<file path="src/rtl/button_debouncer_pkg.sv">
// button_debouncer_pkg: FSM state encoding and board timing constants shared by the debouncer slice.
package button_debouncer_pkg;

    typedef enum logic [1:0] {
        IDLE_LOW  = 2'd0,
        WAIT_HIGH = 2'd1,
        IDLE_HIGH = 2'd2,
        WAIT_LOW  = 2'd3
    } deb_state_t;

    localparam int CLK_HZ      = 100_000_000;
    localparam int DEBOUNCE_MS = 5;

    function automatic int stable_count_for(input int clk_hz, input int ms);
        return clk_hz / 1000 * ms;
    endfunction

    localparam int DEFAULT_STABLE_COUNT = stable_count_for(CLK_HZ, DEBOUNCE_MS);

endpackage

</file>
<file path="src/rtl/sync_chain.sv">
// sync_chain: STAGES-deep flop synchronizer for an asynchronous level input, async active-low reset.
module sync_chain #(
    parameter int STAGES = 2
) (
    input  logic i_clk,
    input  logic i_rst_n,
    input  logic i_d,
    output logic o_q
);

    logic [STAGES-1:0] r_chain;

    always_ff @(posedge i_clk or negedge i_rst_n) begin
        if (!i_rst_n) r_chain <= '0;
        else          r_chain <= {r_chain[STAGES-2:0], i_d};
    end

    assign o_q = r_chain[STAGES-1];

endmodule

</file>
<file path="src/rtl/button_debouncer.sv">
// button_debouncer: synchronizes a bouncing button and accepts a new level only after
// STABLE_COUNT consecutive identical synchronized samples.
module button_debouncer
    import button_debouncer_pkg::*;
#(
    parameter int STABLE_COUNT = DEFAULT_STABLE_COUNT,
    parameter int SYNC_STAGES  = 2
) (
    input  logic CLOCK,
    input  logic Reset,
    input  logic ButtonIn,
    output logic ButtonClean,
    output logic Busy
);

    localparam int                   CNT_WIDTH = $clog2(STABLE_COUNT);
    localparam logic [CNT_WIDTH-1:0] CNT_LAST  = CNT_WIDTH'(STABLE_COUNT - 1);
    localparam logic [CNT_WIDTH-1:0] CNT_ONE   = CNT_WIDTH'(1);

    logic                 w_sync;
    deb_state_t           r_state;
    logic [CNT_WIDTH-1:0] r_count;
    logic                 r_clean;
    logic                 r_busy;

    sync_chain #(.STAGES(SYNC_STAGES)) u_sync (
        .i_clk  (CLOCK),
        .i_rst_n(Reset),
        .i_d    (ButtonIn),
        .o_q    (w_sync)
    );

    // Outputs are registered alongside the state so they never glitch.
    always_ff @(posedge CLOCK or negedge Reset) begin
        if (!Reset) begin
            r_state <= IDLE_LOW;
            r_count <= '0;
            r_clean <= 1'b0;
            r_busy  <= 1'b0;
        end else begin
            case (r_state)
                IDLE_LOW: begin
                    if (w_sync) begin
                        r_state <= WAIT_HIGH;
                        r_count <= CNT_ONE;
                        r_busy  <= 1'b1;
                    end else begin
                        r_count <= '0;
                    end
                end
                WAIT_HIGH: begin
                    if (!w_sync) begin
                        r_state <= IDLE_LOW;
                        r_count <= '0;
                        r_busy  <= 1'b0;
                    end else if (r_count == CNT_LAST) begin
                        r_state <= IDLE_HIGH;
                        r_count <= '0;
                        r_clean <= 1'b1;
                        r_busy  <= 1'b0;
                    end else begin
                        r_count <= r_count + CNT_ONE;
                    end
                end
                IDLE_HIGH: begin
                    if (!w_sync) begin
                        r_state <= WAIT_LOW;
                        r_count <= CNT_ONE;
                        r_busy  <= 1'b1;
                    end else begin
                        r_count <= '0;
                    end
                end
                WAIT_LOW: begin
                    if (w_sync) begin
                        r_state <= IDLE_HIGH;
                        r_count <= '0;
                        r_busy  <= 1'b0;
                    end else if (r_count == CNT_LAST) begin
                        r_state <= IDLE_LOW;
                        r_count <= '0;
                        r_clean <= 1'b0;
                        r_busy  <= 1'b0;
                    end else begin
                        r_count <= r_count + CNT_ONE;
                    end
                end
                default: begin
                    r_state <= IDLE_LOW;
                    r_count <= '0;
                    r_clean <= 1'b0;
                    r_busy  <= 1'b0;
                end
            endcase
        end
    end

    assign ButtonClean = r_clean;
    assign Busy        = r_busy;

endmodule

</file>
<file path="config.mk">
export PLATFORM = sky130hd
export DESIGN_NAME = button_debouncer
export DESIGN_NICKNAME = d
export VERILOG_FILES = /design/src/rtl/button_debouncer_pkg.sv /design/src/rtl/sync_chain.sv /design/src/rtl/button_debouncer.sv
export SDC_FILE = /design/constraint.sdc
export NUM_CORES = 1
export LEC_CHECK = 0
export CORE_MARGIN = 2
export CORE_UTILIZATION = 45
export DETAILED_ROUTE_END_ITERATION = 6
export PLACE_DENSITY = 0.73
export SLEW_MARGIN = 20
export SYNTH_ARGS = -nofsm -noshare
export SYNTH_HDL_FRONTEND = slang
export SYNTH_SLANG_ARGS = --single-unit
</file>
<file path="constraint.sdc">
create_clock -name CLOCK -period 2.3 [get_ports CLOCK]
set_clock_uncertainty 0.05 [all_clocks]
set_input_delay 0.46 -clock CLOCK [delete_from_list [all_inputs] [get_ports CLOCK]]
set_output_delay 0.46 -clock CLOCK [all_outputs]
set_load 0.01 [all_outputs]
</file>
Word level (Yosys, flattened, before mapping)
Cells that the tools add are included.
{"block": "classes", "add_sub_neg": 1, "eq_ne": 12, "muxes": 24, "reduce_logical": 5}
{"operator": "case mux 19 bit (4 select lines)", "n": 1}
{"operator": "2-to-1 mux 19 bit", "n": 3}
{"operator": "adder 19 x 1 -> 19 bit, second input constant", "n": 1}
{"operator": "== test 19 bit, second input constant", "n": 1}
{"operator": "2-to-1 mux 2 bit", "n": 6}
{"operator": "2-to-1 mux 1 bit", "n": 11}
{"operator": "!= test 2 bit, second input constant", "n": 4}
{"operator": "case mux 2 bit (4 select lines)", "n": 1}
{"operator": "AND reduction 5 bit", "n": 1}
{"operator": "== test 2 bit, second input constant", "n": 2}
{"operator": "!= test 2 x 1 -> 1 bit, second input constant", "n": 2}
{"operator": "case mux 1 bit (4 select lines)", "n": 1}
{"operator": "AND reduction 4 bit", "n": 1}
{"operator": "!= test 3 x 2 -> 1 bit, second input constant", "n": 1}
{"operator": "!= test 3 bit, second input constant", "n": 1}
{"operator": "== test 2 x 1 -> 1 bit, second input constant", "n": 1}
{"operator": "logical NOT 2 bit", "n": 1}
{"operator": "case mux 1 bit (2 select lines)", "n": 1}
{"operator": "AND reduction 2 bit", "n": 1}
{"operator": "nonzero test 2 bit", "n": 1}
{"block": "totals", "reg_bits": 25, "input_bits": 3, "output_inout_bits": 2, "wordCells": 47}

Logic depth before layout (Yosys ltp)
Gate-level depths: netlist of run 1.
{"block": "depth", "word_depth": 4, "depth_mapped": 6}

Modules after synthesis
A second synthesis of run 1 with hierarchy kept.
{"block": "unflattened", "cells_unflattened": 116, "area_unflattened_um2": 1199.9}
{"mod": "button_debouncer", "n_inst": 1, "cells_each": 114, "area_each_um2": 1149.9}
{"mod": "sync_chain", "n_inst": 1, "cells_each": 2, "area_each_um2": 50.0}

Worst setup path after synthesis of run 1
Ideal clock, no wire load.
{"block": "synth_timing", "path_kind": "flip-flop to flip-flop", "from": "register r_count[0]", "to": "register r_count[10]", "setup_ns": 0.121, "arrival_time_ns": 1.617, "t_required_ns": 2.129, "slack_ns": 0.512, "stages_incl_launch_ff": 7, "period_less_slack_ns": 1.788, "path_cell_list": "dfrtp_1 -> ha_1 -> and4_1 -> nand4_1 -> o211ai_2 -> buf_2 -> nor2_1"}
{"block": "synth_via", "elab_chain_len": 4, "elab_cells_between_ends": 6, "cone_classes": "add/sub: 1; eq/ne: 1; mux: 4"}
{"item": "start: declaration", "line_no": "button_debouncer.sv:22", "text": "logic [CNT_WIDTH-1:0] r_count;"}
{"item": "start signal: assignment", "line_no": "button_debouncer.sv:62", "text": "r_count <= r_count + CNT_ONE;"}
{"item": "start signal: assignment", "line_no": "button_debouncer.sv:85", "text": "r_count <= r_count + CNT_ONE;"}
{"item": "adder 19 x 1 -> 19 bit or == test 19 bit (tied branches)"}
{"item": "2-to-1 mux 19 bit (*)", "line_no": "button_debouncer.sv:56, button_debouncer.sv:79"}
{"item": "2-to-1 mux 19 bit (on tied branches)", "line_no": "button_debouncer.sv:75, button_debouncer.sv:52"}
{"item": "case mux 19 bit (4 select lines) (*)", "line_no": "button_debouncer.sv:41", "text": "case (r_state)"}
Mark *: on every way between the ends. The rest lies on a longest branch, timed or not.
A chain may end at the register's enable or synchronous reset.

==> results of run 1 <==
[power breakdown]
group | internal [W] | total, W | switching (W)
registers | 0.000447 | 0.000454 | 0.00000757
logic | 0.0000156 | 0.0000377 | 0.0000221
clock network | 0.0000677 | 0.000189 | 0.000122
total | 0.000530 | 0.000682 | 0.000151
[cell usage after synthesis, types with 2 or more instances]
| cell type | instances | area, sq um |
|---|---|---|
| xnor2_1 | 11 | 96.3 |
| a21oi_1 | 2 | 10.0 |
| inv_1 | 5 | 18.8 |
| nand2_1 | 9 | 33.8 |
| o21ai_0 | 3 | 15.0 |
| nand3_1 | 7 | 35.0 |
| xor2_1 | 5 | 43.8 |
| nand4_1 | 7 | 43.8 |
| buf_2 | 3 | 15.0 |
| dfrtp_1 | 25 | 626 |
| o31ai_1 | 2 | 15.0 |
| or3_1 | 2 | 12.5 |
| nor4_1 | 5 | 31.3 |
| nor3_1 | 7 | 35.0 |
| nor2_1 | 18 | 67.6 |
[kinds of logic (layout without fill, tap and decap cells)]
family | count (synthesis) | in the layout
AOI/OAI and AO/OA | 12 | 12
muxes | 1 | 1
buffers and inverters | 8 | 16
adders and majority gates | 1 | 1
DFF | 25 | 25
and+or+nand+nor | 63 | 63
xor gates and xnor gates | 16 | 16
[stage by stage]
stage                     power, W  std cells  instance area, sq um  hold WS, ns  setup WS (ns)
final                     0.000682        165                  1360        0.321          0.371
after floorplan           0.000478        126                  1250        0.114          0.512
after detailed placement  0.000502        161                  1330        0.297          0.396
after CTS                 0.000693        165                  1360        0.327          0.375
after global placement    0.000500        161                  1330        0.283          0.500
after global routing      0.000715        165                  1360        0.328          0.211
[per-layer routing]
metal | track usage [%] | share of wire [%]
met1 | 21.7 | 44
met3 | 3.46 | 4.1
met5 | 0 | 0
met4 | 8.50 | 2.2
met2 | 24.9 | 49
[how the worst max path moves through the flow]
| stage | slack [ns] | cells past startpoint | end | from |
|---|---|---|---|---|
| after CTS | 0.38 | 5 | flop | r_count[0]$_DFF_PN0_ |
| final | 0.37 | 5 | flop | r_count[0]$_DFF_PN0_ |
| after floorplan | 0.51 | 6 | r_count[10]$_DFF_PN0_ | r_count[0]$_DFF_PN0_ |
| after global placement | 0.50 | 5 | flop | r_count[0]$_DFF_PN0_ |
| after global routing | 0.21 | 5 | flop | r_count[0]$_DFF_PN0_ |
| after detailed placement | 0.40 | 5 | flop | r_count[0]$_DFF_PN0_ |
[critical path, delay by kind of cell, from the launching register on]
family,cells,cell delay (ns)
AND/OR/NAND/NOR,3,0.74
flip-flops,1,0.43
multiplexers,1,0.36
adder cells (fa/ha/maj),1,0.24
[state kept, by name, indices dropped and copies added, names as in the netlist, named ones only]
register / count
u_sync.r_chain: 2
r_state: 1
ButtonClean: 1
r_count: 19
Busy: 1
[final cells by class]
type / instances / area [sq um] / area share (%)
flip-flops and latches: 25 / 626 / 46.0
multi-input cells: 93 / 588 / 43.2
repair buffers: 7 / 62.6 / 4.60
well taps: 31 / 38.8 / 2.85
clock buffers: 4 / 26.3 / 1.93
inverters: 5 / 18.8 / 1.38
==> impl_metrics.py, run 1 <==
metrics = {
    "critical_path": {
        "reg2reg_depth": 5,
        "max_stage_delay_ns": 0.43,
        "crit_type": "flop to flop",
        "r2r_start": "r_count[0]$_DFF_PN0_",
        "critPathCaptureType": "flop",
        "worstPathRequired_ns": 2.45,
        "crit_slowest_cell": "dfrtp_1",
        "cp-start-kind": "flop",
        "cp_max_fo": 5,
        "r2r_slack_ns": 0.37,
        "cp.arrival_ns": 2.08,
        "cp_cell_sequence": "ha_1 > and4_1 > nand4_1 > nor3_1 > mux2_1",
    },
    "drt": {
        "num_vias": 946,
        "drtIter0Drc": 20,
        "ant_nets": 0,
        "firstDrtPassIters": 4,
        "vias_per_cell": 5.73,
        "wl_per_cell_microns": 13.8,
        "wirelength_microns": 2270,
        "drc": 0,
    },
    "logic_synthesis": {
        "netlist_area_sq_um": 1250,
        "muxShareOfSynthArea_pct": 0.903,
        "ys_seq_elements": 25,
        "ys_types": 30,
        "synthSimpleGateAreaFrac_pct": 27.3,
        "synth_top_family_by_area": "simple AND/OR/NAND/NOR gates",
        "ys_warn_count": 0,
        "synthAdderAreaFrac_pct": 1.00,
        "async_flop_share_pct": 100,
        "synth_xor_area_share_pct": 11.2,
        "synthFlopType": "dfrtp_1",
        "synth-compound-area-share_pct": 6.72,
        "yosysSeqAreaShare_pct": 50.2,
        "synth_edf_count": 0,
        "syn_inst": 126,
        "syn_area_per_cell_sq_um": 9.90,
        "synth_nets": 130,
    },
    "layout": {
        "antennaDiodeCount": 0,
        "final_util_pct": 50.6,
        "layout.cells.most_common_list": "dfrtp_1 (25), nor2_1 (18), xnor2_1 (11)",
        "drive_above_1_share_pct": 9.70,
        "area_growth_pct": 9.03,
        "final_nets": 139,
        "num-fill-cells": 247,
        "final_common_cell": "dfrtp_1",
    },
    "die": {
        "die_w_microns": 56.7,
        "die_y_microns": 56.7,
        "dieArea_sq_um": 3210,
        "rows": 19,
        "placeableCoreArea_sq_um": 2690,
        "start_util_pct": 46.4,
        "ios": 5,
    },
    "min_path": {
        "min_path_cells": 0,
        "hp-start": "u_sync.r_chain[0]$_DFF_PN0_",
        "holdPathEnd": "u_sync.r_chain[1]$_DFF_PN0_",
        "hp-class": "flop to flop",
    },
    "global_routing": {
        "grt_pass1_wl_microns": 4010,
        "grt_usage_pct": 16.3,
        "grt_pass1_vias": 890,
        "grt_max_degree": 26,
        "overflow": 0,
        "antenna_found_initial": 0,
    },
    "power": {
        "p_per_area_nw_per_um2": 501,
        "p_leak_nw": 0.513,
        "vdd_drop_max_mv": 0.390,
    },
    "placement": {
        "hpwl_microns": 1710,
        "gp_congestion": 0.817,
        "port_buffers": 4,
    },
    "sta": {
        "finalCritPeriodShare_pct": 83.9,
        "slew_headroom_pct": 77.9,
        "finalMaxSlewViolations": 0,
        "hold_viol_final": 0,
        "tightest_slew_ns": 0.329,
        "setup_tns_ns": 0,
        "rsz0062_at_grt": "no",
        "max_freq_ghz": 0.518,
        "setup_viol": 0,
        "layout_min_cycle_time_ns": 1.93,
    },
    "clock_tree": {
        "cts_resized": 0,
        "postCtsSetupBuffers": 0,
        "clk_latency_ns": 0.31,
        "clock-sinks": 25,
        "htree_levels": 1,
        "cts_hold_buf": 0,
        "root_buffer": "clkbuf_4",
        "clk_pin_slew_worst_paths_ns": 0.12,
        "cts-buffers-inserted": 3,
        "cts_buffer_depth": 2,
        "cts_tree": "done",
    },
    "flow_run": {
        "drv_cap": 0,
    },
    "run_status": {
        "status": "finished, final reports clean",
    },
}
Power figures use the tool's default switching activity.
==> run 2: changes to the inputs <==
- PLACE_DENSITY: 0.73 -> 0.75
- clock period: 2.3 -> 1.6 ns (I/O delays scaled with it)
==> impl_metrics.py, run 2 (synthesis results as in run 1) <==
metrics = {
    "sta": {
        "tightest_slew_ns": 0.453,
        "slew_headroom_pct": 69.5,
        "finalCritPeriodShare_pct": 108,
        "finalMaxSlewViolations": 0,
        "max_freq_ghz": 0.577,
        "fin_ws_ns": -0.132,
        "rsz0062_at_grt": "yes",
        "hold_viol_final": 0,
        "setup_viol": 19,
        "layout_min_cycle_time_ns": 1.73,
    },
    "drt": {
        "drtIter0Drc": 47,
        "vias_per_cell": 5.47,
        "firstDrtPassIters": 4,
        "wirelength_microns": 2640,
        "drc": 0,
        "wl_per_cell_microns": 13.8,
        "ant_nets": 0,
        "num_vias": 1045,
    },
    "layout": {
        "area_growth_pct": 30.8,
        "seqCellArea_sq_um": 626,
        "top_register": "r_count",
        "final_cell_area_sq_um": 1630,
        "stdcell_count": 191,
        "largest_register_ffs": 19,
        "reg_top3": "r_count (19), u_sync.r_chain (2)",
        "num-fill-cells": 222,
        "final_util_pct": 60.7,
        "drive_above_1_share_pct": 30.0,
        "final_common_cell": "buf_4",
        "multiInputGateArea_sq_um": 651,
        "layout.cells.most_common_list": "buf_4 (28), dfrtp_1 (25), nor2_1 (18)",
        "antennaDiodeCount": 0,
        "final_nets": 165,
    },
    "global_routing": {
        "grt_pass1_wl_microns": 4610,
        "grt_pass1_vias": 1025,
        "grt_usage_pct": 18.4,
        "grt_max_degree": 26,
        "overflow": 0,
        "antenna_found_initial": 0,
    },
    "critical_path": {
        "cp-start-kind": "flop",
        "rr_endpoint": "r_count[10]$_DFF_PN0_",
        "cp_max_fo": 18,
        "critPathCaptureType": "flop",
        "r2r_slack_ns": -0.13,
        "cp.arrival_ns": 1.90,
        "reg2reg_depth": 7,
        "crit_type": "flop to flop",
        "worstPathRequired_ns": 1.77,
        "r2r_start": "r_count[1]$_DFF_PN0_",
    },
    "power": {
        "p_per_area_nw_per_um2": 617,
        "p_total_w": 0.00101,
        "vdd_drop_max_mv": 0.612,
        "p_leak_nw": 0.678,
    },
    "clock_tree": {
        "clk_latency_ns": 0.32,
        "root_buffer": "clkbuf_4",
        "clk_pin_slew_worst_paths_ns": 0.13,
        "cts_hold_buf": 0,
        "htree_levels": 1,
        "cts_buffer_depth": 2,
        "cts_tree": "done",
        "cts-buffers-inserted": 3,
        "clock-sinks": 25,
    },
    "min_path": {
        "hp-class": "primary input to async pin",
    },
    "die": {
        "placeableCoreArea_sq_um": 2690,
        "dieArea_sq_um": 3210,
        "die_w_microns": 56.7,
        "ios": 5,
        "start_util_pct": 46.4,
        "die_y_microns": 56.7,
        "rows": 19,
    },
    "placement": {
        "postPlaceCellArea_sq_um": 1540,
        "dp_cells": 184,
        "port_buffers": 4,
        "gp_congestion": 0.823,
        "hpwl_microns": 1890,
    },
    "run_status": {
        "violations": "negative setup slack",
        "status": "complete, but fails checks",
    },
    "flow_run": {
        "drv_cap": 0,
    },
}
[run 2: cell types whose count changed in the layout (fill, tap and decap cells not counted), moves of 2 or more]
cell,delta
nor4_2,+2
nor4_1,-2
buf_4,+25
clkdlybuf4s50_1,-2
[run 2: what timing repair did]
action / in CTS / in global routing
cloned: 0 / 0
buffers inserted: 3 / 0
gates resized for setup: 5 / 4
endpoints found under the setup margin: 22 / 23
pin swaps: 2 / 0
[run 2: worst max-delay path by stage]
stage | slack [ns] | depth (start not counted) | start | to
global placement | -0.03 | 6 | r_count[9]$_DFF_PN0_ | r_count[4]$_DFF_PN0_
floorplan | -0.11 | 6 | r_count[0]$_DFF_PN0_ | r_count[2]$_DFF_PN0_
CTS | -0.09 | 7 | r_count[1]$_DFF_PN0_ | r_count[6]$_DFF_PN0_
global route | -0.23 | 7 | r_count[1]$_DFF_PN0_ | r_count[6]$_DFF_PN0_
detailed placement | -0.13 | 4 | r_count[7]$_DFF_PN0_ | flop
finish | -0.13 | 7 | r_count[1]$_DFF_PN0_ | r_count[10]$_DFF_PN0_
[run 2: power by group]
group / total [W] / leakage [nW] / internal, W / switching [W]
combinational: 0.0000719 / 0.325 / 0.0000308 / 0.0000411
clock: 0.000284 / 0.0150 / 0.0000975 / 0.000186
sequential: 0.000651 / 0.337 / 0.000643 / 0.00000835
total: 0.00101 / 0.678 / 0.000771 / 0.000236
[run 2: cell type report]
type	count	share of cell area [%]
inverter	5	1.15
sequential	25	38.3
tap	31	2.38
timing repair buffer	33	16.6
multi-input combinational	93	39.9
clock buffer	4	1.61
[run 2: critical path, cell delays in order (launching register included)]
cell and delay, ns:
dfrtp_1 0.39, ha_2 0.20, and4_4 0.23, nand4_1 0.15, buf_4 0.19, o211ai_4 0.19, buf_12 0.17, nor2_1 0.06
[run 2: through the flow]
stage | hold slack [ns] | setup TNS [ns] | worst slack, ns
floorplan | -0.0256 | -1.16 | -0.106
global placement | 0.284 | -0.532 | -0.0331
detailed placement | 0.298 | -1.25 | -0.125
CTS | 0.305 | -1.54 | -0.0947
global route | 0.328 | -4.19 | -0.229
finish | 0.290 | -2.22 | -0.132
[run 2: per-layer routing]
metal  vias to the layer above  track usage [%]  wire (microns)
li1                        516                -               -
met1                       496             24.4            1240
met2                        26             30.4            1280
met3                         7             3.23              81
met4                         0             6.46              43
met5                         -                0               0
==> run 3: changes to the inputs <==
- GPL_TIMING_DRIVEN: default -> 0
- SETUP_SLACK_MARGIN: default -> 0.2
==> impl_metrics.py, run 3 (synthesis results as in run 1) <==
metrics = {
    "clock_tree": {
        "cts_buffer_depth": 2,
        "htree_levels": 1,
        "clk_latency_ns": 0.34,
        "clk_pin_slew_worst_paths_ns": 0.15,
        "cts_tree": "done",
        "root_buffer": "clkbuf_4",
        "clock-sinks": 25,
        "cts-buffers-inserted": 3,
    },
    "layout": {
        "num-fill-cells": 181,
        "final_common_cell": "buf_4",
        "largest_register_ffs": 19,
        "top_register": "r_count",
        "antennaDiodeCount": 0,
        "drive_above_1_share_pct": 43.6,
        "final_nets": 170,
        "layout.cells.most_common_list": "buf_4 (22), dfrtp_1 (19), xnor2_1 (11)",
        "reg_top3": "r_count (19), u_sync.r_chain (2)",
        "final_cell_area_sq_um": 1770,
        "area_growth_pct": 41.6,
    },
    "critical_path": {
        "r2r_slack_ns": -0.20,
        "crit_type": "flop to flop",
        "r2r_start": "r_count[1]$_DFF_PN0_",
        "rr_endpoint": "r_count[16]$_DFF_PN0_",
        "reg2reg_depth": 6,
        "critPathCaptureType": "flop",
        "cp.arrival_ns": 1.99,
        "cp_max_fo": 5,
        "worstPathRequired_ns": 1.79,
        "cp-start-kind": "flop",
    },
    "die": {
        "die_y_microns": 56.7,
        "ios": 5,
        "start_util_pct": 46.4,
        "die_w_microns": 56.7,
        "rows": 19,
        "dieArea_sq_um": 3210,
        "placeableCoreArea_sq_um": 2690,
    },
    "global_routing": {
        "met1_usage_pct": 25.7,
        "grt_max_degree": 26,
        "antenna_found_initial": 0,
        "grt_pass1_vias": 1057,
        "grt_usage_pct": 19.9,
        "use_met2_pct": 33.4,
        "grt_pass1_wl_microns": 4930,
        "grtUsageMet3_pct": 2.07,
        "top_usage_layer": "met2",
        "overflow": 0,
    },
    "run_status": {
        "status": "complete, but fails checks",
        "violations": "negative setup slack",
    },
    "drt": {
        "num_vias": 1149,
        "wl_per_cell_microns": 17.8,
        "wirelength_microns": 3480,
        "drtIter0Drc": 64,
        "ant_nets": 0,
        "drc": 0,
        "vias_per_cell": 5.86,
        "firstDrtPassIters": 4,
    },
    "sta": {
        "finalCritPeriodShare_pct": 113,
        "tightest_slew_ns": 0.559,
        "layout_min_cycle_time_ns": 1.80,
        "setup_tns_ns": -2.07,
        "max_freq_ghz": 0.555,
        "fin_ws_ns": -0.201,
        "rsz0062_at_grt": "yes",
        "finalMaxSlewViolations": 0,
        "slew_headroom_pct": 62.8,
        "setup_viol": 21,
        "hold_viol_final": 0,
    },
    "power": {
        "p_leak_nw": 0.703,
        "p_per_area_nw_per_um2": 590,
        "vdd_drop_max_mv": 0.742,
    },
    "min_path": {
        "hp-class": "flop to flop",
        "hp-start": "u_sync.r_chain[0]$_DFF_PN0_",
        "holdPathEnd": "u_sync.r_chain[1]$_DFF_PN0_",
        "min_path_cells": 0,
    },
    "placement": {
        "hpwl_microns": 1720,
        "gp_congestion": 0.847,
        "postPlaceCellArea_sq_um": 1350,
        "pre_cts_ws_ns": -0.395,
        "port_buffers": 4,
    },
    "flow_run": {
        "drv_cap": 0,
    },
}
==> run 3: layer usage <==
layer	routed length, microns	up-vias
met5	0	-
met4	119	0
met3	185	19
met2	1800	52
met1	1380	553
li1	-	525
==> run 3: how the worst max path moves through the flow <==
stage                              start  slack [ns]                    end
CTS                 r_count[0]$_DFF_PN0_       -0.15                   flop
global route        r_count[1]$_DFF_PN0_       -0.23  r_count[16]$_DFF_PN0_
global placement    r_count[0]$_DFF_PN0_       -0.34   r_count[2]$_DFF_PN0_
floorplan           r_count[0]$_DFF_PN0_       -0.11   r_count[2]$_DFF_PN0_
detailed placement  r_count[0]$_DFF_PN0_       -0.40  r_count[14]$_DFF_PN0_
finish              r_count[1]$_DFF_PN0_       -0.20  r_count[16]$_DFF_PN0_
==> run 3: stage by stage <==
| step | hold slack (ns) | cells | total power, W | utilization [%] |
|---|---|---|---|---|
| after floorplan | -0.0256 | 126 | 0.000692 | - |
| after global placement | 0.283 | 161 | 0.000721 | 50.3 |
| after detailed placement | 0.304 | 161 | 0.000725 | 50.3 |
| after CTS | 0.266 | 184 | 0.00103 | 59.5 |
| after global routing | 0.344 | 196 | 0.00108 | 65.8 |
| final | 0.344 | 196 | 0.00104 | 65.8 |
==> run 3: report_power, final <==
part           switching, W  internal [W]  leakage, nW  total [W]
registers         0.0000108      0.000643        0.328   0.000654
logic             0.0000512     0.0000401        0.358  0.0000914
clock network      0.000203     0.0000941       0.0177   0.000297
total              0.000265      0.000777        0.703    0.00104
==> run 3: worst max-delay path: stages (launching register included) <==
cell and delay, ns:
dfrtp_1 0.43, ha_4 0.16, buf_6 0.10, nand4_1 0.25, nor4_2 0.44, xnor2_1 0.21, nor2_2 0.07
==> run 3: area by class of cell <==
| class | count | area (sq um) | area share [%] |
|---|---|---|---|
| clock inverters | 1 | 5.00 | 0.283 |
| inverters | 5 | 18.8 | 1.06 |
| repair buffers | 35 | 300 | 17.0 |
| flip-flops and latches | 25 | 633 | 35.8 |
| well taps | 31 | 38.8 | 2.20 |
| clock buffers | 3 | 22.5 | 1.27 |
| multi-input cells | 93 | 721 | 40.8 |
| plain buffers | 3 | 27.5 | 1.56 |
==> run 3: timing repair <==
| item | CTS | global route |
|---|---|---|
| pin swaps | 7 | 9 |
| hold endpoints to repair | 0 | 25 |
| cloned | 1 | 0 |
| gates resized for setup | 25 | 21 |
| setup endpoints to repair | 25 | 25 |
| setup buffers | 18 | 11 |
| hold buffers | 0 | 1 |
